<file path="config.mk">
export PLATFORM = sky130hd
export DESIGN_NAME = param_alu_sequencer
export DESIGN_NICKNAME = d
export VERILOG_FILES = /design/src/rtl/param_alu_sequencer.sv
export SDC_FILE = /design/constraint.sdc
export NUM_CORES = 1
export LEC_CHECK = 0
export CORE_MARGIN = 2
export CORE_UTILIZATION = 30
export DETAILED_ROUTE_END_ITERATION = 6
export DONT_BUFFER_PORTS = 1
export PLACE_DENSITY = 0.45
export SETUP_SLACK_MARGIN = 0.02
export SYNTH_ARGS = -nofsm -noshare
export SYNTH_HDL_FRONTEND = slang
export SYNTH_SLANG_ARGS = --single-unit
</file>
<file path="constraint.sdc">
create_clock -name clk -period 2.6 [get_ports clk]
set_input_delay 0.78 -clock clk [delete_from_list [all_inputs] [get_ports clk]]
set_output_delay 0.78 -clock clk [all_outputs]
set_load 0.01 [all_outputs]
</file>
<file path="src/rtl/param_alu_sequencer.sv">
// -----------------------------------------------------------------------------
// param_alu_sequencer
//
// Four-state instruction sequencer around an accumulator, a small register
// file and an ALU. Each accepted 8-bit instruction walks IDLE -> EXEC -> WB ->
// DONE -> IDLE, one state per enabled rising edge, so at most one instruction
// completes every four enabled cycles.
//
//   Instruction format: [7:6] opcode, [5:0] operand
//     00 NOP
//     01 LOADI  acc <= zero-extended operand
//     10 ALU    operand[5:3] = function, operand[RW-1:0] = register index
//     11 STORE  R[idx] <= acc, out_data <= acc, out_valid during DONE
//
//   ALU functions: 000 ADD, 001 SUB (acc-R), 010 AND, 011 OR, 100 XOR,
//                  101 SHL1 acc, 110 SHR1 acc, 111 PASS (acc <= R) or MUL.
//
// Optional feature macro: PARAM_ALU_SEQ_MUL_EN
//   Defined   -> function 111 is MUL: acc <= low WIDTH bits of acc*R,
//                flag_c <= OR of the discarded high bits.
//   Undefined -> function 111 is PASS and no multiplier is built.
//
// Ports
//   clk        in   clock, all state changes on the rising edge
//   rst_n      in   asynchronous active-low reset
//   ena        in   clock enable; 0 holds every register and output
//   in_valid   in   instruction present
//   in_instr   in   8-bit instruction
//   in_ready   out  high only in IDLE
//   out_valid  out  high while in DONE after a STORE
//   out_data   out  last stored accumulator value
//   acc_o      out  live accumulator
//   flag_z     out  zero flag
//   flag_c     out  carry / borrow flag
//   busy       out  high in every state except IDLE
//   state_o    out  IDLE=0, EXEC=1, WB=2, DONE=3
// -----------------------------------------------------------------------------
module param_alu_sequencer #(
  parameter int unsigned WIDTH = 8,
  parameter int unsigned DEPTH = 4
) (
  input  logic             clk,
  input  logic             rst_n,
  input  logic             ena,
  input  logic             in_valid,
  input  logic [7:0]       in_instr,
  output logic             in_ready,
  output logic             out_valid,
  output logic [WIDTH-1:0] out_data,
  output logic [WIDTH-1:0] acc_o,
  output logic             flag_z,
  output logic             flag_c,
  output logic             busy,
  output logic [1:0]       state_o
);

  localparam int unsigned RW = (DEPTH > 1) ? $clog2(DEPTH) : 1;

  typedef enum logic [1:0] {
    StIdle = 2'd0,
    StExec = 2'd1,
    StWb   = 2'd2,
    StDone = 2'd3
  } state_e;

  typedef enum logic [1:0] {
    OpNop   = 2'b00,
    OpLoadi = 2'b01,
    OpAlu   = 2'b10,
    OpStore = 2'b11
  } op_e;

  typedef enum logic [2:0] {
    FnAdd  = 3'b000,
    FnSub  = 3'b001,
    FnAnd  = 3'b010,
    FnOr   = 3'b011,
    FnXor  = 3'b100,
    FnShl  = 3'b101,
    FnShr  = 3'b110,
    FnPass = 3'b111
  } fn_e;

  // ---------------------------------------------------------------------------
  // State
  // ---------------------------------------------------------------------------
  state_e           state_q, state_d;
  logic [7:0]       instr_q, instr_d;
  logic [WIDTH-1:0] res_q, res_d;       // result computed in EXEC, committed in WB
  logic             res_c_q, res_c_d;   // carry that goes with res_q
  logic [WIDTH-1:0] acc_q, acc_d;
  logic             flag_z_q, flag_z_d;
  logic             flag_c_q, flag_c_d;
  logic [WIDTH-1:0] out_data_q, out_data_d;
  logic [WIDTH-1:0] rf_q [DEPTH];
  logic [WIDTH-1:0] rf_d [DEPTH];

  // ---------------------------------------------------------------------------
  // Decode of the latched instruction
  // ---------------------------------------------------------------------------
  op_e              op;
  fn_e              fn;
  logic [RW-1:0]    idx;
  logic [5:0]       imm;
  logic [WIDTH-1:0] opnd;

  assign op   = op_e'(instr_q[7:6]);
  assign fn   = fn_e'(instr_q[5:3]);
  assign idx  = instr_q[RW-1:0];
  assign imm  = instr_q[5:0];
  assign opnd = rf_q[idx];

  // ---------------------------------------------------------------------------
  // Result datapath (used during EXEC)
  // ---------------------------------------------------------------------------
  logic [WIDTH-1:0] alu_res;
  logic             alu_c;
  logic [WIDTH:0]   wide;

`ifdef PARAM_ALU_SEQ_MUL_EN
  logic [2*WIDTH-1:0] prod;
  assign prod = {{WIDTH{1'b0}}, acc_q} * {{WIDTH{1'b0}}, opnd};
`endif

  always_comb begin
    alu_res = acc_q;
    alu_c   = 1'b0;
    wide    = '0;
    unique case (op)
      OpNop: begin
        alu_res = acc_q;
      end
      OpLoadi: begin
        alu_res = {{(WIDTH-6){1'b0}}, imm};
      end
      OpStore: begin
        alu_res = acc_q;
      end
      OpAlu: begin
        unique case (fn)
          FnAdd: begin
            wide    = {1'b0, acc_q} + {1'b0, opnd};
            alu_res = wide[WIDTH-1:0];
            alu_c   = wide[WIDTH];
          end
          FnSub: begin
            // Bit WIDTH of the widened difference is the borrow.
            wide    = {1'b0, acc_q} - {1'b0, opnd};
            alu_res = wide[WIDTH-1:0];
            alu_c   = wide[WIDTH];
          end
          FnAnd: alu_res = acc_q & opnd;
          FnOr:  alu_res = acc_q | opnd;
          FnXor: alu_res = acc_q ^ opnd;
          FnShl: begin
            alu_res = {acc_q[WIDTH-2:0], 1'b0};
            alu_c   = acc_q[WIDTH-1];
          end
          FnShr: begin
            alu_res = {1'b0, acc_q[WIDTH-1:1]};
            alu_c   = acc_q[0];
          end
          FnPass: begin
`ifdef PARAM_ALU_SEQ_MUL_EN
            alu_res = prod[WIDTH-1:0];
            alu_c   = |prod[2*WIDTH-1:WIDTH];
`else
            alu_res = opnd;
            alu_c   = 1'b0;
`endif
          end
        endcase
      end
    endcase
  end

  // ---------------------------------------------------------------------------
  // Next-state logic
  // ---------------------------------------------------------------------------
  always_comb begin
    state_d    = state_q;
    instr_d    = instr_q;
    res_d      = res_q;
    res_c_d    = res_c_q;
    acc_d      = acc_q;
    flag_z_d   = flag_z_q;
    flag_c_d   = flag_c_q;
    out_data_d = out_data_q;
    rf_d       = rf_q;

    unique case (state_q)
      StIdle: begin
        if (in_valid) begin
          instr_d = in_instr;
          state_d = StExec;
        end
      end
      StExec: begin
        res_d   = alu_res;
        res_c_d = alu_c;
        state_d = StWb;
      end
      StWb: begin
        // All architectural writes happen on the edge leaving WB, so a reset
        // any earlier leaves no trace of the instruction.
        unique case (op)
          OpNop: begin
          end
          OpLoadi, OpAlu: begin
            acc_d    = res_q;
            flag_z_d = (res_q == '0);
            flag_c_d = res_c_q;
          end
          OpStore: begin
            rf_d[idx]  = res_q;
            out_data_d = res_q;
          end
        endcase
        state_d = StDone;
      end
      StDone: begin
        state_d = StIdle;
      end
    endcase
  end

  // ---------------------------------------------------------------------------
  // Registers
  // ---------------------------------------------------------------------------
  always_ff @(posedge clk or negedge rst_n) begin
    if (!rst_n) begin
      state_q    <= StIdle;
      instr_q    <= '0;
      res_q      <= '0;
      res_c_q    <= 1'b0;
      acc_q      <= '0;
      flag_z_q   <= 1'b0;
      flag_c_q   <= 1'b0;
      out_data_q <= '0;
      for (int i = 0; i < int'(DEPTH); i++) begin
        rf_q[i] <= '0;
      end
    end else if (ena) begin
      state_q    <= state_d;
      instr_q    <= instr_d;
      res_q      <= res_d;
      res_c_q    <= res_c_d;
      acc_q      <= acc_d;
      flag_z_q   <= flag_z_d;
      flag_c_q   <= flag_c_d;
      out_data_q <= out_data_d;
      for (int i = 0; i < int'(DEPTH); i++) begin
        rf_q[i] <= rf_d[i];
      end
    end
  end

  // ---------------------------------------------------------------------------
  // Outputs: all derived from registers, so they hold whenever ena is low.
  // ---------------------------------------------------------------------------
  assign in_ready  = (state_q == StIdle);
  assign busy      = (state_q != StIdle);
  assign out_valid = (state_q == StDone) && (op == OpStore);
  assign out_data  = out_data_q;
  assign acc_o     = acc_q;
  assign flag_z    = flag_z_q;
  assign flag_c    = flag_c_q;
  assign state_o   = state_q;

endmodule

</file>
Yosys cells after proc, flatten, opt, wreduce, memory -nomap -nowiden
Index checks and enable logic that the tools add are counted.
Widths: inputs -> output; s select.
Word-level totals
  input port bits: 12
  logic and storage cells: 60
  output and inout port bits: 23
  flip-flop bits (word level): 69
Cells by class
  mux-type cells: 12
  reduce and logical (&&, ||, !) cells: 14
  add/sub/neg operators: 2
  bitwise gates (word level): 4
  $lt $le $gt $ge: 2
  eq/ne operators: 14
Operators with widths (count)
  $pmux 8 s8: 1
  $bwmux 32: 1
  $mux 8: 3
  $pmux 8 s3: 1
  $bmux 8 s2: 1
  $demux 8 s2: 1
  $eq 3x3->1 const B: 4
  $add 8x8->9: 1
  $reduce_and 3->1: 3
  $sub 8x8->9: 1
  $and 8x8->8: 1
  $eq 2x2->1 const B: 4
  $logic_not 8->1: 1
  $or 8x8->8: 1
  $pmux 2 s4: 1
  $xor 8x8->8: 1
  $eq 3x2->1 const B: 2
  $eq 2x1->1 const B: 2
  $logic_not 2->1: 2
  $pmux 1 s4: 1
  $reduce_and 2->1: 2
  $reduce_or 2->1: 2
  $eq 3x1->1 const B: 1
  $ge 3x3->1 const B: 1
  8 further kinds: 9

Depth between registers and ports, before layout
Gate-level depths: netlist of run 1.
  depth after elaboration: 7
  gate-level depth with buffers: 13
  mapped depth without buffers: 12

Least setup slack after synthesis of run 1
Ideal clock, no wire load.
  path type: flip-flop to flip-flop
  start point: register instr_q[0]
  end point: register res_c_q
  setup time: 0.122 ns
  cell stages (with the launch flop): 10
  setup slack: -0.028 ns
  period minus slack after synthesis: 2.628 ns
  path buffers: 2
  data arrival time: 2.506 ns
  data required time: 2.478 ns
  cell sequence: dfrtp_1 -> buf_6 -> buf_6 -> mux4_2 -> inv_1 -> ha_1 -> o41ai_1 -> nor3b_1 -> o22ai_1 -> a32o_1
On the way
  cells in the longest elaborated chain, start to end: 7
  elaborated cells on any way between the ends: 8
  classes of those cells: 2 x add/sub; 5 x mux; 1 x bitwise
Ends and longest elaborated chain
  start: declaration: RTL line 88  | logic [7:0] instr_q, instr_d;
  start signal: assignment: RTL line 245  | instr_q <= instr_d;
  $not 2->3 (not written as such) *: RTL line 111  | assign opnd = rf_q[idx];
  $bmux 8 s2 *: RTL line 111
  $mux 8 (not written as such) * (2 in series): RTL line 111
  $sub 8x8->9 or $add 8x8->9 (tied branches): RTL line 148, 142
  $pmux 1 s4 *: RTL line 140  | unique case (fn)
  $mux 1 *: RTL line 129  | unique case (op)
  end signal: assignment: RTL line 247  | res_c_q <= res_c_d;
  end: declaration: RTL line 90  | logic res_c_q, res_c_d;
Every way passes the cells marked *; elsewhere a longest branch is shown, timed or not. The select of a mux whose other input is x is not followed.
A chain may end at the register's enable or synchronous reset.

Worst setup path in the final report of run 1
  start point: register instr_q[0]
  end point: register res_q[6]
On the way
  cells in the longest elaborated chain, start to end: 7
  elaborated cells on any way between the ends: 11
  classes of those cells: 2 x add/sub; 5 x mux; 4 x bitwise
Ends and longest elaborated chain
  $not 2->3 (not written as such) *: RTL line 111
  $bmux 8 s2 *: RTL line 111
  $mux 8 (not written as such) * (2 in series): RTL line 111
  $sub 8x8->9, or another cell as far along: RTL line 148  | wide = {1'b0, acc_q} - {1'b0, opnd};
  $pmux 8 s8 *: RTL line 140
  $pmux 8 s3 *: RTL line 129
  end signal: assignment: RTL line 246  | res_q <= res_d;
  end: declaration: RTL line 89  | logic [WIDTH-1:0] res_q, res_d;
Marked as above.

==> results.json, run 1 <==
{
  "nFillCells": 1411,
  "wl_mm": 13.4,
  "outcome": "finished with violations",
  "antenna_found_initial": 0,
  "yosysTopAreaCellShare": 0.380,
  "antenna_cells": 0,
  "vias": 3644,
  "grt_pass1_vias": 3817,
  "violations": "setup timing",
  "crit_path_end_kind": "flip-flop",
  "die_area_um2": 16100,
  "layout_commonest_cell": "dfrtp_1",
  "setup-violations-final": 2,
  "max-slew-margin-rel": 0.613,
  "maxSlewViolCount": 0,
  "grtUsageTotal": 0.172,
  "place_ws_ps": -242,
  "syn-cell-area_um2": 4540,
  "p_leak_uw": 0.00265,
  "rsz0062_at_grt": "true",
  "synthTopCellsByArea": "dfrtp_1, mux2_2, ha_1",
  "die_h_um": 127,
  "r2r-start": "instr_q[0]",
  "min_period_ps": 2630,
  "hold_class": "primary input to async pin",
  "p_clk_frac": 0.205,
  "worst_pin_slew_ps": 579,
  "synthToLayoutAreaGrowth_pct": 32.1,
  "ys_seq_area_frac": 0.380,
  "syn-num-nets": 486,
  "htreeDepth": 3,
  "ys_types": 56,
  "dp_hpwl_mm": 9.71,
  "port_buffers": 0,
  "syn_avg_cell_area_um2": 10.4,
  "critical_path.startpoint_type": "flip-flop",
  "cts_tree": "yes",
  "clock_latency_ps": 330,
  "synth_flop_cell": "dfrtp_1",
  "route.detailed.drc": 0,
  "cts_hold_buf": 0,
  "ant_nets": 0,
  "drt-pass1-iter-count": 4,
  "drt-initial-drc-count": 241,
  "cap_violations": 0,
  "start_util": 0.310,
  "synth_seq_cells": 69,
  "synthCells": 435,
  "clkTransAtPathRegs_ps": 60,
  "final_cells": 689,
  "synth-async-reset-ratio": 1.00,
  "dpl_cell_area_um2": 5170,
  "clockBufferDepth": 2,
  "ir_drop_uv": 545,
  "numCtsBuffers": 9,
  "crit_required_ps": 2830,
  "seq_power_share": 0.247,
  "cts_sinks": 69,
  "gp_congestion": 1.01,
  "fmax_mhz": 380,
  "wl_per_cell_um": 19.4,
  "switching_power_uw": 2800,
  "grt_max_degree": 70,
  "vias_per_cell": 5.29,
  "final_cell_mix": "dfrtp_1, buf_4, mux2_2, nand2_1, inv_1",
  "r2r_cells": 14,
  "design.core.area_um2": 14600,
  "grt_overflow": 0,
  "powerDensity_nw_per_um2": 1150,
  "worst-path-max-fanout": 3,
  "hold_viol": 0,
  "power.internal_uw": 4090,
  "layout-drive-gt1-share": 0.448,
  "comb_power_share": 0.548,
  "synth_edf_count": 0,
  "grt_pass1_wl_mm": 21.6,
  "p_sw_frac": 0.407,
  "worst-setup-path-type": "flip-flop to flip-flop",
  "rrSetupSlack_ps": -30,
  "synth_area_leader_cell": "dfrtp_1",
  "finalCritPeriodShare": 1.01,
  "skew_ps": 5.62,
  "num_rows": 44,
  "clockRootBuffer": "clkbuf_16",
  "reg2reg_to": "res_q[6]",
  "fin_area_um2": 6000,
  "die_x_um": 127,
  "num_io_pins": 35,
  "setup_ws_ps": -33.4,
  "dpl.cell_count": 664,
  "yosysWarnings": 0,
  "arrival_ps": 2860,
  "fin_nets": 551,
  "final_util": 0.410
}
==> cell usage after synthesis, drive strengths merged, types with 2 or more instances <==
library cell  number
nand3              7
nor3              10
mux2i              5
or2                2
dfrtp             69
xnor2              8
nor3b              4
o22ai              6
a22oi              2
nand2             31
nor4               3
ha                37
mux2              58
a211oi             4
a221oi             3
a21oi             31
o21bai             2
nor2              15
o21ai             13
nand2b             8
o21a               2
fa                 2
mux4               7
clkbuf             9
and3               6
o221ai             8
o311ai             2
a311oi             2
o211ai             2
o41ai              3
inv               35
o31ai              4
nor2b              6
o2bb2ai            3
buf               12
==> layer usage <==
layer,GRT usage,part of all wire
met1,0.244,0.48
met2,0.262,0.45
met3,0.0381,0.044
met4,0.0569,0.021
met5,0,0
==> power groups by stage <==
stage / sequential [uW] / clock (uW) / combinational (uW)
CTS: 1700 / 1450 / 3530
global placement: 1710 / 0 / 3060
floorplan: 1600 / 0 / 2050
global route: 1760 / 1490 / 4110
finish: 1700 / 1410 / 3780
detailed placement: 1710 / 0 / 3070
==> worst max-delay path: stages, from the launching register on <==
cell and delay [ps]:
dfrtp_1 420, buf_6 140, mux2i_1 110, mux2_4 300, inv_4 70, buf_6 90
ha_4 120, inv_2 40, fa_2 340, nand2b_4 170, a21oi_4 150, nor2_2 60
a32oi_2 160, a21oi_2 80, o31ai_1 270
==> what timing repair did <==
| item | 4_1_cts | 5_1_grt |
|---|---|---|
| resized for setup | 63 | 37 |
| pin swaps | 18 | 20 |
| setup buffers | 6 | 5 |
| setup endpoints to repair | 8 | 8 |
| endpoints found under the hold margin | 0 | 0 |
==> through the flow <==
| stage | total power, uW | TNS [ps] | hold slack (ps) |
|---|---|---|---|
| 2_1_floorplan | 3640 | 0 | 462 |
| 3_3_place_gp | 4760 | -788 | 482 |
| 3_5_place_dp | 4780 | -812 | 488 |
| 4_1_cts | 6670 | -6.46 | 125 |
| 5_1_grt | 7360 | -519 | 120 |
| 6_report | 6890 | -33.5 | 141 |
==> kinds of logic after synthesis <==
group | after synthesis | share of synthesized area
compound gates | 95 | 0.140
xor+xnor | 9 | 0.0174
fa+ha+maj | 39 | 0.111
buf+inv | 56 | 0.0534
flops | 69 | 0.380
mux | 70 | 0.190
simple gates | 97 | 0.108
==> sequential cells by signal (all words and copies together) (netlist names) <==
signal / cells
rf_q: 32
flag_c: 1
acc_o: 8
flag_z: 1
instr_q: 8
res_q: 8
res_c_q: 1
out_data: 8
state_o: 2
==> worst max-delay path by stage <==
| stage | startpoint | slack (ps) | cells past startpoint | end |
|---|---|---|---|---|
| finish | instr_q[0] | -30 | 14 | res_q[6] |
| global route | instr_q[0] | -110 | 12 | res_q[6] |
| CTS | instr_q[0] | -5 | 14 | res_q[6] |
| detailed placement | instr_q[0] | -240 | 14 | res_q[6] |
| global placement | instr_q[0] | -190 | 14 | res_q[6] |
| floorplan | instr_q[0] | 30 | 9 | res_c_q |
==> area by class of cell <==
class                      count  area, um^2  share of cell area
clock buffer                  12         267              0.0444
clock inverter                 4        77.6              0.0129
inverter                      35         141              0.0236
multi-input combinational    310        2960               0.493
sequential                    69        1730               0.288
tap                          184         230              0.0384
timing repair buffer          75         601               0.100
Note: power is estimated with default switching activity, not from simulation.
==> inputs of run 2 (changes only) <==
- CORE_UTILIZATION: 30 -> 60
- CTS_BUF_LIST: not set -> sky130_fd_sc_hd__clkbuf_8
- PLACE_DENSITY: 0.45 -> 0.79
==> run 2 against run 1 <==
The flow still finishes with violations (setup timing). Design area shrank 9.4%. Sequential share of layout area increased by 3.0 points. Clock-buffer cell count is 2 lower. Core utilization rose by 34 points. Die area shrank 49%.
==> results.json, run 2 (same netlist as run 1, synthesis figures left out) <==
{
  "outcome": "finished with violations",
  "violations": "setup timing",
  "cts_sinks": 69,
  "layout-drive-gt1-share": 0.385,
  "cap_violations": 0,
  "path_cells": "buf_6 -> mux4_2 -> inv_2 -> buf_4 -> ha_2 -> buf_4 -> mux2i_1 -> o22ai_1 -> a221oi_2 -> o221ai_1",
  "clkTransAtPathRegs_ps": 70,
  "multi_input_area_um2": 2860,
  "slowest_stage": "mux4_2",
  "grt_pass1_vias": 3611,
  "r2r-start": "instr_q[0]",
  "grt_max_degree": 70,
  "vias": 3715,
  "wl_mm": 11.8,
  "busiest_layer": "met2",
  "critical_path.startpoint_type": "flip-flop",
  "max-slew-margin-rel": 0.560,
  "wl_per_cell_um": 20.4,
  "grt_use_met3": 0.0490,
  "clockBufferDepth": 2,
  "crit_required_ps": 2810,
  "largest_reg_flops": 32,
  "antenna_cells": 0,
  "port_buffers": 0,
  "fin_tns_setup_ps": -103,
  "grtUsageTotal": 0.284,
  "design.core.area_um2": 7290,
  "start_util": 0.623,
  "clock_latency_ps": 340,
  "use_met1": 0.384,
  "maxSlewViolCount": 0,
  "finalCritPeriodShare": 1.03,
  "skew_ps": 6.68,
  "ant_nets": 0,
  "vias_per_cell": 6.42,
  "r2r_cells": 10,
  "num_io_pins": 35,
  "powerDensity_nw_per_um2": 1110,
  "hold_class": "primary input to async pin",
  "setup_ws_ps": -71.1,
  "setup-violations-final": 3,
  "arrival_ps": 2880,
  "crit_path_end_kind": "flip-flop",
  "grt_overflow": 0,
  "path_common_cell": "buf_4",
  "die_h_um": 91.0,
  "nFillCells": 506,
  "clockRootBuffer": "clkbuf_8",
  "worst_pin_slew_ps": 661,
  "cts_tree": "yes",
  "drt-pass1-iter-count": 6,
  "final_cell_mix": "dfrtp_1, mux2_2, buf_4, nand2_1",
  "antenna_found_initial": 0,
  "numCtsBuffers": 9,
  "num_rows": 31,
  "layout_commonest_cell": "dfrtp_1",
  "p_leak_uw": 0.00243,
  "worst-setup-path-type": "flip-flop to flip-flop",
  "fmax_mhz": 374,
  "synthToLayoutAreaGrowth_pct": 19.6,
  "die_x_um": 91.0,
  "hold_viol": 0,
  "grtUsageMet2": 0.462,
  "rrSetupSlack_ps": -70,
  "gp_congestion": 0.976,
  "drt-initial-drc-count": 373,
  "place_ws_ps": -189,
  "min_period_ps": 2670,
  "largest-register": "rf_q",
  "worst-path-max-fanout": 5,
  "ir_drop_uv": 590,
  "seqCellArea_um2": 1730,
  "htreeDepth": 3,
  "dp_hpwl_mm": 8.28,
  "die_area_um2": 8280,
  "route.detailed.drc": 0,
  "fin_nets": 526,
  "rsz0062_at_grt": "true",
  "slowest_delay_ps": 560,
  "reg2reg_to": "res_q[2]",
  "grt_pass1_wl_mm": 18.5
}
run 2: power breakdown:
part           internal (uW)  switching, uW
clock network            467            406
registers               1340            412
logic                   1580           1800
total                   3390           2620
run 2: routing by layer:
metal	vias to the layer above	wire, um
met1	1823	4910
met2	198	5620
li1	1656	-
met5	-	0
met3	38	956
met4	0	345
run 2: through the flow:
step	cells	total power (uW)	util	cell area, um^2	hold WS [ps]
after floorplan	435	3640	-	4560	462
after global placement	559	4450	0.674	4920	483
after detailed placement	559	4570	0.674	4920	486
after CTS	576	5720	0.721	5260	105
after global routing	579	6350	0.745	5430	101
final	579	6010	0.745	5430	123
run 2: what timing repair did:
action | in CTS | in global routing
buffers inserted | 1 | 3
hold buffers | 0 | 0
pin swaps | 10 | 15
setup endpoints to repair | 8 | 8
resized for setup | 30 | 44
run 2: area by class of cell:
type                       instances  share of cell area
multi-input combinational        310               0.526
sequential                        69               0.318
timing repair buffer              50              0.0711
inverter                          35              0.0256
clock buffer                      10              0.0253
tap                               99              0.0228
clock inverter                     6              0.0113
run 2: worst max-delay path by stage:
stage               depth (start not counted)       end  slack, ps        from
floorplan                                   9   res_c_q         30  instr_q[0]
global placement                           13  res_q[6]        -30  instr_q[0]
detailed placement                         12  res_q[6]       -190  instr_q[0]
CTS                                         9  res_q[7]        -40  instr_q[0]
global route                               10  res_q[5]       -150  instr_q[0]
finish                                     10  res_q[2]        -70  instr_q[0]
run 2: critical path: cells and delay by family (launching register included):
kind / cells / cell delay (ps)
AO/OA/AOI/OAI: 3 / 630
adder cells (fa/ha/maj): 1 / 290
buffers and inverters: 4 / 500
flip-flops: 1 / 390
multiplexers: 2 / 730
==> inputs of run 3 (changes only) <==
- ABC_AREA: not set -> 1
- CTS_CLUSTER_DIAMETER: not set -> 80
- CTS_CLUSTER_SIZE: not set -> 12
==> run 3 against run 2 <==
The flow now finishes without violations. Sequential share of layout area grew 2.3 points. Global-route usage grew 3.0 points. Area after synthesis shrank 2.4%. Critical path depth grew 9. Via count grew 13%. Die area shrank 2.3%. Clock-buffer cell count shrank 1. Synthesized cell count grew 40%. Core utilization shrank 4.3 points. Fmax grew 6.1%. Hold slack gained 2.2 ps. Highest routed layer unchanged.
==> results.json, run 3 <==
{
  "largest_reg_flops": 32,
  "ys_types": 30,
  "cp_num_buf_inv": 3,
  "die_area_um2": 8090,
  "grtUsageTotal": 0.314,
  "synth_fa_ha_area_frac": 0.113,
  "syn_avg_cell_area_um2": 7.30,
  "fin_tns_setup_ps": 0,
  "crit_path_end_kind": "flip-flop",
  "clkTransAtPathRegs_ps": 80,
  "path_cells": "nor2_4 -> buf_6 -> nand2_1 -> o21ai_0 -> nor2_2 -> buf_4 -> buf_4 -> ha_1 -> nand2_1 -> nand2_1 -> a21oi_1 -> nand2_1 -> nand2_1 -> nand3_1 -> nand2_1 -> nand3_1 -> nand2_1 -> nand2_1 -> nand2_1",
  "wl_mm": 12.7,
  "drt-pass1-iter-count": 6,
  "nFillCells": 606,
  "drt-initial-drc-count": 296,
  "start_util": 0.614,
  "synth_compound_area_frac": 0.139,
  "die_h_um": 90.0,
  "num_io_pins": 35,
  "arrival_ps": 2800,
  "path_common_cell": "nand2_1",
  "synth_seq_cells": 69,
  "dp_hpwl_mm": 9.35,
  "ys_seq_area_frac": 0.390,
  "multi_input_area_um2": 2540,
  "yosysTopAreaCellShare": 0.390,
  "synth_top_family_by_area": "simple AND/OR/NAND/NOR gates",
  "cts_tree": "yes",
  "skew_ps": 10.2,
  "die_x_um": 90.0,
  "cp_top_family": "simple AND/OR/NAND/NOR gates",
  "seqCellArea_um2": 1730,
  "wl_per_cell_um": 17.5,
  "rsz0062_at_grt": "true",
  "fmax_mhz": 397,
  "grt_pass1_vias": 4055,
  "grt_max_degree": 70,
  "clockBufferDepth": 2,
  "min_period_ps": 2520,
  "synthSimpleGateAreaFrac": 0.265,
  "clockRootBuffer": "clkbuf_8",
  "numCtsBuffers": 9,
  "synth_common_cells": "nand2_1, inv_1, dfrtp_1",
  "critical_path.startpoint_type": "flip-flop",
  "setup-violations-final": 0,
  "gp_congestion": 1.01,
  "slowest_stage": "dfrtp_2",
  "vias_per_cell": 5.77,
  "synth_mux_area_frac": 0,
  "synthToLayoutAreaGrowth_pct": 14.3,
  "ant_nets": 0,
  "finalCritPeriodShare": 0.968,
  "synth-async-reset-ratio": 1.00,
  "largest-register": "rf_q",
  "htreeDepth": 3,
  "layout_commonest_cell": "nand2_1",
  "outcome": "finished, final reports clean",
  "port_buffers": 0,
  "synth_edf_count": 0,
  "antenna_found_initial": 0,
  "grt_pass1_wl_mm": 20.1,
  "fin_nets": 676,
  "hold_viol": 0,
  "max-slew-margin-rel": 0.550,
  "layout-drive-gt1-share": 0.143,
  "slowest_delay_ps": 490,
  "num_rows": 31,
  "synthCells": 607,
  "design.core.area_um2": 7210,
  "synthTopCellsByArea": "dfrtp_1, nand2_1, ha_1",
  "grt_overflow": 0,
  "synth_flop_cell": "dfrtp_1",
  "syn-num-nets": 658,
  "cts_hold_buf": 0,
  "yosysMostFrequentCell": "nand2_1",
  "worst_pin_slew_ps": 673,
  "crit_required_ps": 2880,
  "route.detailed.drc": 0,
  "final_cell_mix": "nand2_1, dfrtp_1, inv_1, nor2_1, a21oi_1",
  "worst-setup-path-type": "flip-flop to flip-flop",
  "synth-xor-area-share": 0.00790,
  "maxSlewViolCount": 0,
  "holdWs_ps": 125,
  "yosysWarnings": 0,
  "syn-cell-area_um2": 4430,
  "clock_latency_ps": 340,
  "worst-path-max-fanout": 6,
  "vias": 4209,
  "cts_sinks": 69,
  "hold_class": "primary input to async pin",
  "synth_area_leader_cell": "dfrtp_1",
  "antenna_cells": 0,
  "cap_violations": 0
}
## run 3: cell types whose count changed after synthesis, sizes merged, moves of 24 or more
| cell | delta |
|---|---|
| a21oi | +24 |
| inv | +47 |
| mux2 | -58 |
| nand2 | +132 |
| nand3 | +31 |
| nor2 | +49 |
| o21ai | +33 |
## run 3: path summary, 6_finish.rpt
| kind | cells past startpoint | slack, ps | to | from |
|---|---|---|---|---|
| setup reg to reg | 19 | 80 | res_q[7] | instr_q[0] |
| max in group asynchronous | 0 | 2360 | instr_q[1] | rst_n |
| setup / recovery | 19 | 80 | res_q[7] | instr_q[0] |
| hold reg to reg | 2 | 500 | acc_o[0] | res_q[0] |
| hold / removal | 0 | 130 | rf_q[2] | rst_n |
| min in group clk | 2 | 500 | acc_o[0] | res_q[0] |
## run 3: final cells by class
type,instances,share of cell area
clock buffers,9,0.0244
clock inverters,7,0.0148
inverters,82,0.0632
multi-input cells,443,0.501
flip-flops and latches,69,0.341
well taps,99,0.0244
repair buffers,20,0.0311
## run 3: cell families after synthesis
kind of cell    Yosys count
fa+ha+maj                39
compound gates          117
flops                    69
buf+inv                  95
xor+xnor                  4
simple gates            283
## run 3: metrics by stage
stage	utilization	setup WS, ps	instances	instance area (um^2)
finish	0.702	82.0	729	5070
detailed placement	0.635	-76.2	705	4580
floorplan	-	374	607	4430
CTS	0.664	30.4	721	4790
global placement	0.635	5.88	705	4580
global route	0.702	-83.3	729	5070
## run 3: worst register-to-register path: stages, from the launching register on
cell and delay (ps):
dfrtp_2 490, nor2_4 200, buf_6 140, nand2_1 70, o21ai_0 120, nor2_2 60
buf_4 170, buf_4 140, ha_1 200, nand2_1 90, nand2_1 70, a21oi_1 170
nand2_1 80, nand2_1 60, nand3_1 60, nand2_1 70, nand3_1 80, nand2_1 80
nand2_1 50, nand2_1 60
## run 3: repair_timing
| action | 4_1_cts | 5_1_grt |
|---|---|---|
| endpoints found under the setup margin | 5 | 8 |
| buffers inserted | 0 | 8 |
| resized for setup | 2 | 56 |
| pin swaps | 0 | 12 |
## run 3: metal layers
metal,track usage,vias up,share of wire
met3,0.0453,44,0.072
li1,-,1995,-
met1,0.416,1971,0.41
met5,0,-,0
met2,0.515,199,0.48
met4,0.142,0,0.042
Power of run 3 is not shown: default switching activity piles up to over one toggle a cycle in this logic, so the estimate is an artifact.
==> edit 1 (flow settings as in run 1) <==
`DEPTH`: 4 -> 8.
--- a/src/rtl/param_alu_sequencer.sv
+++ b/src/rtl/param_alu_sequencer.sv
@@ -37,7 +37,7 @@
 // -----------------------------------------------------------------------------
 module param_alu_sequencer #(
   parameter int unsigned WIDTH = 8,
-  parameter int unsigned DEPTH = 4
+  parameter int unsigned DEPTH = 8
 ) (
   input  logic             clk,
   input  logic             rst_n,
Function: same outputs for any inputs over 4 cycles, from zero or initial values and one cycle with rst_n low; that may be too few to reach the edited logic, so the function may still have changed.
==> edit 1 against run 1 <==
The flow still finishes with violations (setup timing). Clock power is 6% lower. Final cell count up 29%. Core utilization decreased by 3.4 points. Clock skew is 0.0037 ns higher. Synthesized cell count up 27%. Cell area increased by 26%. Power up 27%. Sequential share of layout area is 4.8 points higher. Wire length grew 33%. Sequential cell count increased by 32. Synthesized area up 34%. Via count rose by 23%. Worst setup slack got worse by 0.30 ns. Largest cell class unchanged.
==> edit 1: results (changes against run 1) <==
----------------------------------------------------
[Run status]
  Status ... finished, violations left (unchanged)
  Violated checks ... setup timing (unchanged)

[Timing]
  Minimum setup slack in the final design ... -0.338 ns (was -0.0334 ns)
  Actual transition at the worst max-transition pin ... 0.632 ns (was 0.579 ns)
  Final clock skew ... 0.00936 ns (was 0.00562 ns)
  Final setup violation count ... 8 (was 2)
  Setup tns final ... -1.92 ns (was -0.0335 ns)

[GRT]
  Wire length of the first global-routing pass ... 28300 um (was 21600 um)
  Maximum number of pins on one net before global-route repair ... 102 (was 70)
  Number of global-route vias before repair ... 4830 (was 3817)
  All-Layer GR Usage ... 17.2% (about the same)

[Flow run]
  MaxCap Viol Count ... 0 (unchanged)

[Route]
  Vias after detailed routing ... 4500 (was 3644)
  Post-detailed-route via-to-cell ratio ... 5.04 (was 5.29)
  Iteration-0 DRC Markers ... 183 (was 241)
  Post-detailed-routing wire length ... 17700 um (was 13400 um)

[Critical path]
  FF-to-FF Start ... instr_q[2]$_DFFE_PN0P_ (was instr_q[0]$_DFFE_PN0P_)
  Reg-to-reg critical path endpoint ... res_q[4]$_DFFE_PN0P_ (was res_q[6]$_DFFE_PN0P_)
  Worst EP arrival ... 3.18 ns (was 2.86 ns)
  Cell count of the worst reg-to-reg path ... 11 (was 14)
  Largest fanout on the critical path ... 6 (was 3)

[Place]
  Instance count after placement with tap cells included ... 870 (was 664)
  Cell area after placement ... 0.00697 mm2 (was 0.00517 mm2)
  Post-detailed-placement half-perimeter wirelength ... 13000 um (was 9710 um)

[Logic synthesis]
  Post-synthesis net count ... 600 (was 486)
  Count of unique library cells instantiated by Yosys ... 59 (was 56)
  Leading post-synthesis cells by cell area ... dfrtp_1 42%, mux2_2 18%, ha_1 7.0% (was dfrtp_1 38%, mux2_2 14%, ha_1 10%)
  Leading cell types by count after synthesis ... 101 x dfrtp_1, 97 x mux2_2, 36 x inv_1 (was 69 x dfrtp_1, 58 x mux2_2, 37 x ha_1)
  Cells after synthesis ... 552 (was 435)

[Pwr]
  Leak Pwr ... 3.47 nW (was 2.65 nW)
  Maximum vdd ir drop ... 0.371 mV (was 0.545 mV)

[Clock network]
  Worst-Skew Late Latency ... 0.35 ns (was 0.33 ns)

[Finish]
  Fraction of layout instances using a drive strength above 1 ... 41.5% (was 44.8%)
  Final net count ... 665 (was 551)
  Count of fill cells added during filler insertion ... 1980 (was 1411)

----------------------------------------------------
==> edit 1: report_power, final <==
part	internal [mW]	switching (mW)	leakage (nW)
Sequential	1.95	0.536	1.36
Clock	0.674	0.659	0.139
Combinational	2.40	2.51	1.97
==> edit 1: kinds of logic (layout without fill, tap and decap cells) <==
group / Yosys count / in the layout / synth area share [%]
buffers and inverters: 72 / 142 / 4.71
and+or+nand+nor: 101 / 101 / 8.78
xor gates and xnor gates: 9 / 9 / 1.30
muxes: 116 / 116 / 23.0
DFF: 101 / 101 / 41.5
adders and majority gates: 36 / 36 / 7.65
AOI/OAI and AO/OA: 117 / 117 / 13.1
==> edit 1: area by class of cell <==
type / instances / area, um2 / share of cell area, %
tap: 270 / 338 / 4.48
inverter: 36 / 135 / 1.79
sequential: 101 / 2530 / 33.6
clock buffer: 9 / 225 / 2.99
multi-input combinational: 379 / 3500 / 46.4
clock inverter: 7 / 67.6 / 0.897
timing repair buffer: 90 / 741 / 9.83
==> edit 1: worst max-delay path by stage <==
stage	end	from	depth (start not counted)	slack, ns
3_5_place_dp	res_q[5]$_DFFE_PN0P_	instr_q[1]$_DFFE_PN0P_	9	-0.60
3_3_place_gp	res_q[5]$_DFFE_PN0P_	instr_q[1]$_DFFE_PN0P_	9	-0.57
4_1_cts	res_q[6]$_DFFE_PN0P_	instr_q[2]$_DFFE_PN0P_	11	-0.32
6_report	res_q[4]$_DFFE_PN0P_	instr_q[2]$_DFFE_PN0P_	11	-0.34
2_1_floorplan	res_c_q$_DFFE_PN0P_	instr_q[1]$_DFFE_PN0P_	13	-0.20
5_1_grt	res_q[3]$_DFFE_PN0P_	instr_q[2]$_DFFE_PN0P_	12	-0.44
==> edit 1: worst max-delay path, cell delays in order, from the launching register on <==
cell	delay [ns]
dfrtp_2	0.48
mux2_4	0.32
a221o_1	0.33
a21oi_2	0.20
inv_2	0.10
fa_2	0.41
o21bai_4	0.18
a21oi_4	0.09
buf_4	0.15
xnor2_2	0.14
o221ai_1	0.17
a31o_2	0.27
==> edit 1: timing repair <==
action,in CTS,in global routing
hold buffers,0,0
resized for setup,22,27
setup buffers,4,2
cloned,0,0
pin swaps,10,12
setup endpoints to repair,8,9
==> edit 1: metrics by stage <==
stage	power, mW	hold slack (ns)
after floorplan	5.13	0.445
after global placement	6.89	0.480
after detailed placement	6.89	0.488
after CTS	8.53	0.103
after global routing	9.35	0.0974
final	8.73	0.119
==> edit 1: metal layers <==
layer	share of wire [%]	wire (um)	global-route usage, %	vias up
met5	0	0	0	-
met4	2.5	438	5.68	0
met3	4.4	787	3.31	26
met2	48	8510	27.8	97
met1	45	8000	23.2	2242
li1	-	-	-	2135
==> edit 2 (flow settings as in run 1) <==
Without the edit above. Reset style: synchronous (`rst_n`), changed in one clocked block. Comments in the files are not updated.
--- a/src/rtl/param_alu_sequencer.sv
+++ b/src/rtl/param_alu_sequencer.sv
@@ -227,7 +227,7 @@
   // ---------------------------------------------------------------------------
   // Registers
   // ---------------------------------------------------------------------------
-  always_ff @(posedge clk or negedge rst_n) begin
+  always_ff @(posedge clk) begin
     if (!rst_n) begin
       state_q    <= StIdle;
       instr_q    <= '0;
Function: differs if rst_n is asserted again (counterexample within 4 cycles, from zero or initial values and one cycle with rst_n low); with rst_n held inactive, the same outputs for 4 cycles.
==> edit 2 against run 1 <==
The run still ends with setup timing left. Wire length grew 3.1%. Die area grew 1.6%. Cell area shrank 6.7%. Sequential cell count is the same. Worst setup slack lost 0.081 ns. Via count grew 7.5%. Synthesized area grew 1.7%.
Power is not compared: it rests on default switching activity, and its combinational part moved more than twofold at a synthesized area within 25%.
==> edit 2: results (changes against run 1) <==
----------------------------------------------------
[Logic synthesis]
  Dominant combinational cell family by area after synthesis ... simple AND/OR/NAND/NOR gates (was multiplexers)
  Count of unique library cells instantiated by Yosys ... 61 (was 56)
  Post-synthesis net count ... 597 (was 486)
  Fraction of the yosys area taken by sequential cells ... 29.9% (was 38.0%)
  Xor-xnor portion of the synthesized cell area ... 1.33% (was 1.74%)
  Leading post-synthesis cells by cell area ... dfxtp_1 30%, mux2i_1 10%, ha_1 10% (was dfrtp_1 38%, mux2_2 14%, ha_1 10%)
  Synthesized area per cell ... 8.46 um2 (was 10.4 um2)
  Adder and majority gate portion of the synthesized area ... 10.9% (was 11.1%)
  Leading cell types by count after synthesis ... 71 x nand2_1, 69 x dfxtp_1, 48 x mux2i_1 (was 69 x dfrtp_1, 58 x mux2_2, 37 x ha_1)
  Proportion of synthesized area in mux cells ... 14.7% (was 19.0%)

[Place]
  Weighted congestion at the end of routability-driven global placement ... 0.964 (was 1.01)
  Post-detailed-placement half-perimeter wirelength ... 10200 um (was 9710 um)
  Cell area after placement ... 0.00511 mm2 (was 0.00517 mm2)
  Placement Setup Slack ... -0.386 ns (was -0.242 ns)

[Timing]
  Final setup violation count ... 4 (was 2)
  Final hold slack ... 0.511 ns (was 0.141 ns)
  Minimum setup slack in the final design ... -0.115 ns (was -0.0334 ns)
  Final clock skew ... 0.00502 ns (was 0.00562 ns)
  Setup tns final ... -0.352 ns (was -0.0335 ns)
  Relative max-transition margin ... 59.5% (was 61.3%)

[Critical path]
  Cell count of the worst reg-to-reg path ... 10 (was 14)
  Longest individual stage delay on the worst path ... 0.59 ns (was 0.42 ns)
  Largest fanout on the critical path ... 5 (was 3)
  Worst EP arrival ... 2.94 ns (was 2.86 ns)
  FF-to-FF Start ... instr_q[0]$_SDFFE_PN0P_ (was instr_q[0]$_DFFE_PN0P_)
  Endpoint of the most critical setup path ... res_q[7]$_SDFFE_PN0P_ (was res_q[6]$_DFFE_PN0P_)

[Pwr]
  Maximum vdd ir drop ... 0.318 mV

[Route]
  Vias after detailed routing ... 3916 (was 3644)
  Iteration-0 DRC Markers ... 219 (was 241)
  Routed len/inst ... 17.8 um (was 19.4 um)

[GRT]
  Maximum number of pins on one net before global-route repair ... 73 (was 70)
  All-Layer GR Usage ... 17.3% (was 17.2%)

[Finish]
  Area of the multi-input gates ... 0.00305 mm2 (was 0.00296 mm2)
  Non-clk buf share ... 8.38% (was 10.0%)
  Number of non-clock buffers in the layout ... 61 (was 75)
  Final net count ... 633 (was 551)
  Number of clock buffers in the layout ... 10 (was 12)
  Fraction of area in registers ... 24.7% (was 28.8%)
  Count of fill cells added during filler insertion ... 1547 (was 1411)
  Number of multi-input combinational cells in the layout ... 406 (was 310)
  Fraction of area in multi-input gates ... 54.5% (was 49.3%)

[Min path]
  Tightest Hold Check Type ... reg -> reg (was in -> async)

[Run status]
  Violated checks ... setup timing (unchanged)
  Status ... finished, violations left (unchanged)

----------------------------------------------------
==> edit 2: changes by cell type after synthesis, moves of 5 or more <==
cell / run 1 / this run
mux2i_1: 5 / 48
a21oi_1: 31 / 26
nand2b_1: 8 / 2
nor2_1: 15 / 29
clkbuf_1: 9 / 22
nand2_1: 31 / 71
a31oi_1: 1 / 7
mux2_2: 58 / 1
o21ai_0: 12 / 18
a21boi_0: 0 / 19
o211ai_1: 2 / 9
dfrtp_1: 69 / 0
nor2b_1: 6 / 47
dfxtp_1: 0 / 69
==> edit 2: per-layer routing <==
| layer | up-vias | global-route usage, % | part of all wire [%] | routed length, um |
|---|---|---|---|---|
| li1 | 1971 | - | - | - |
| met1 | 1852 | 23.0 | 48 | 6560 |
| met2 | 74 | 27.7 | 46 | 6380 |
| met3 | 19 | 3.09 | 4.2 | 573 |
| met4 | 0 | 7.24 | 2.1 | 293 |
| met5 | - | 0 | 0 | 0 |
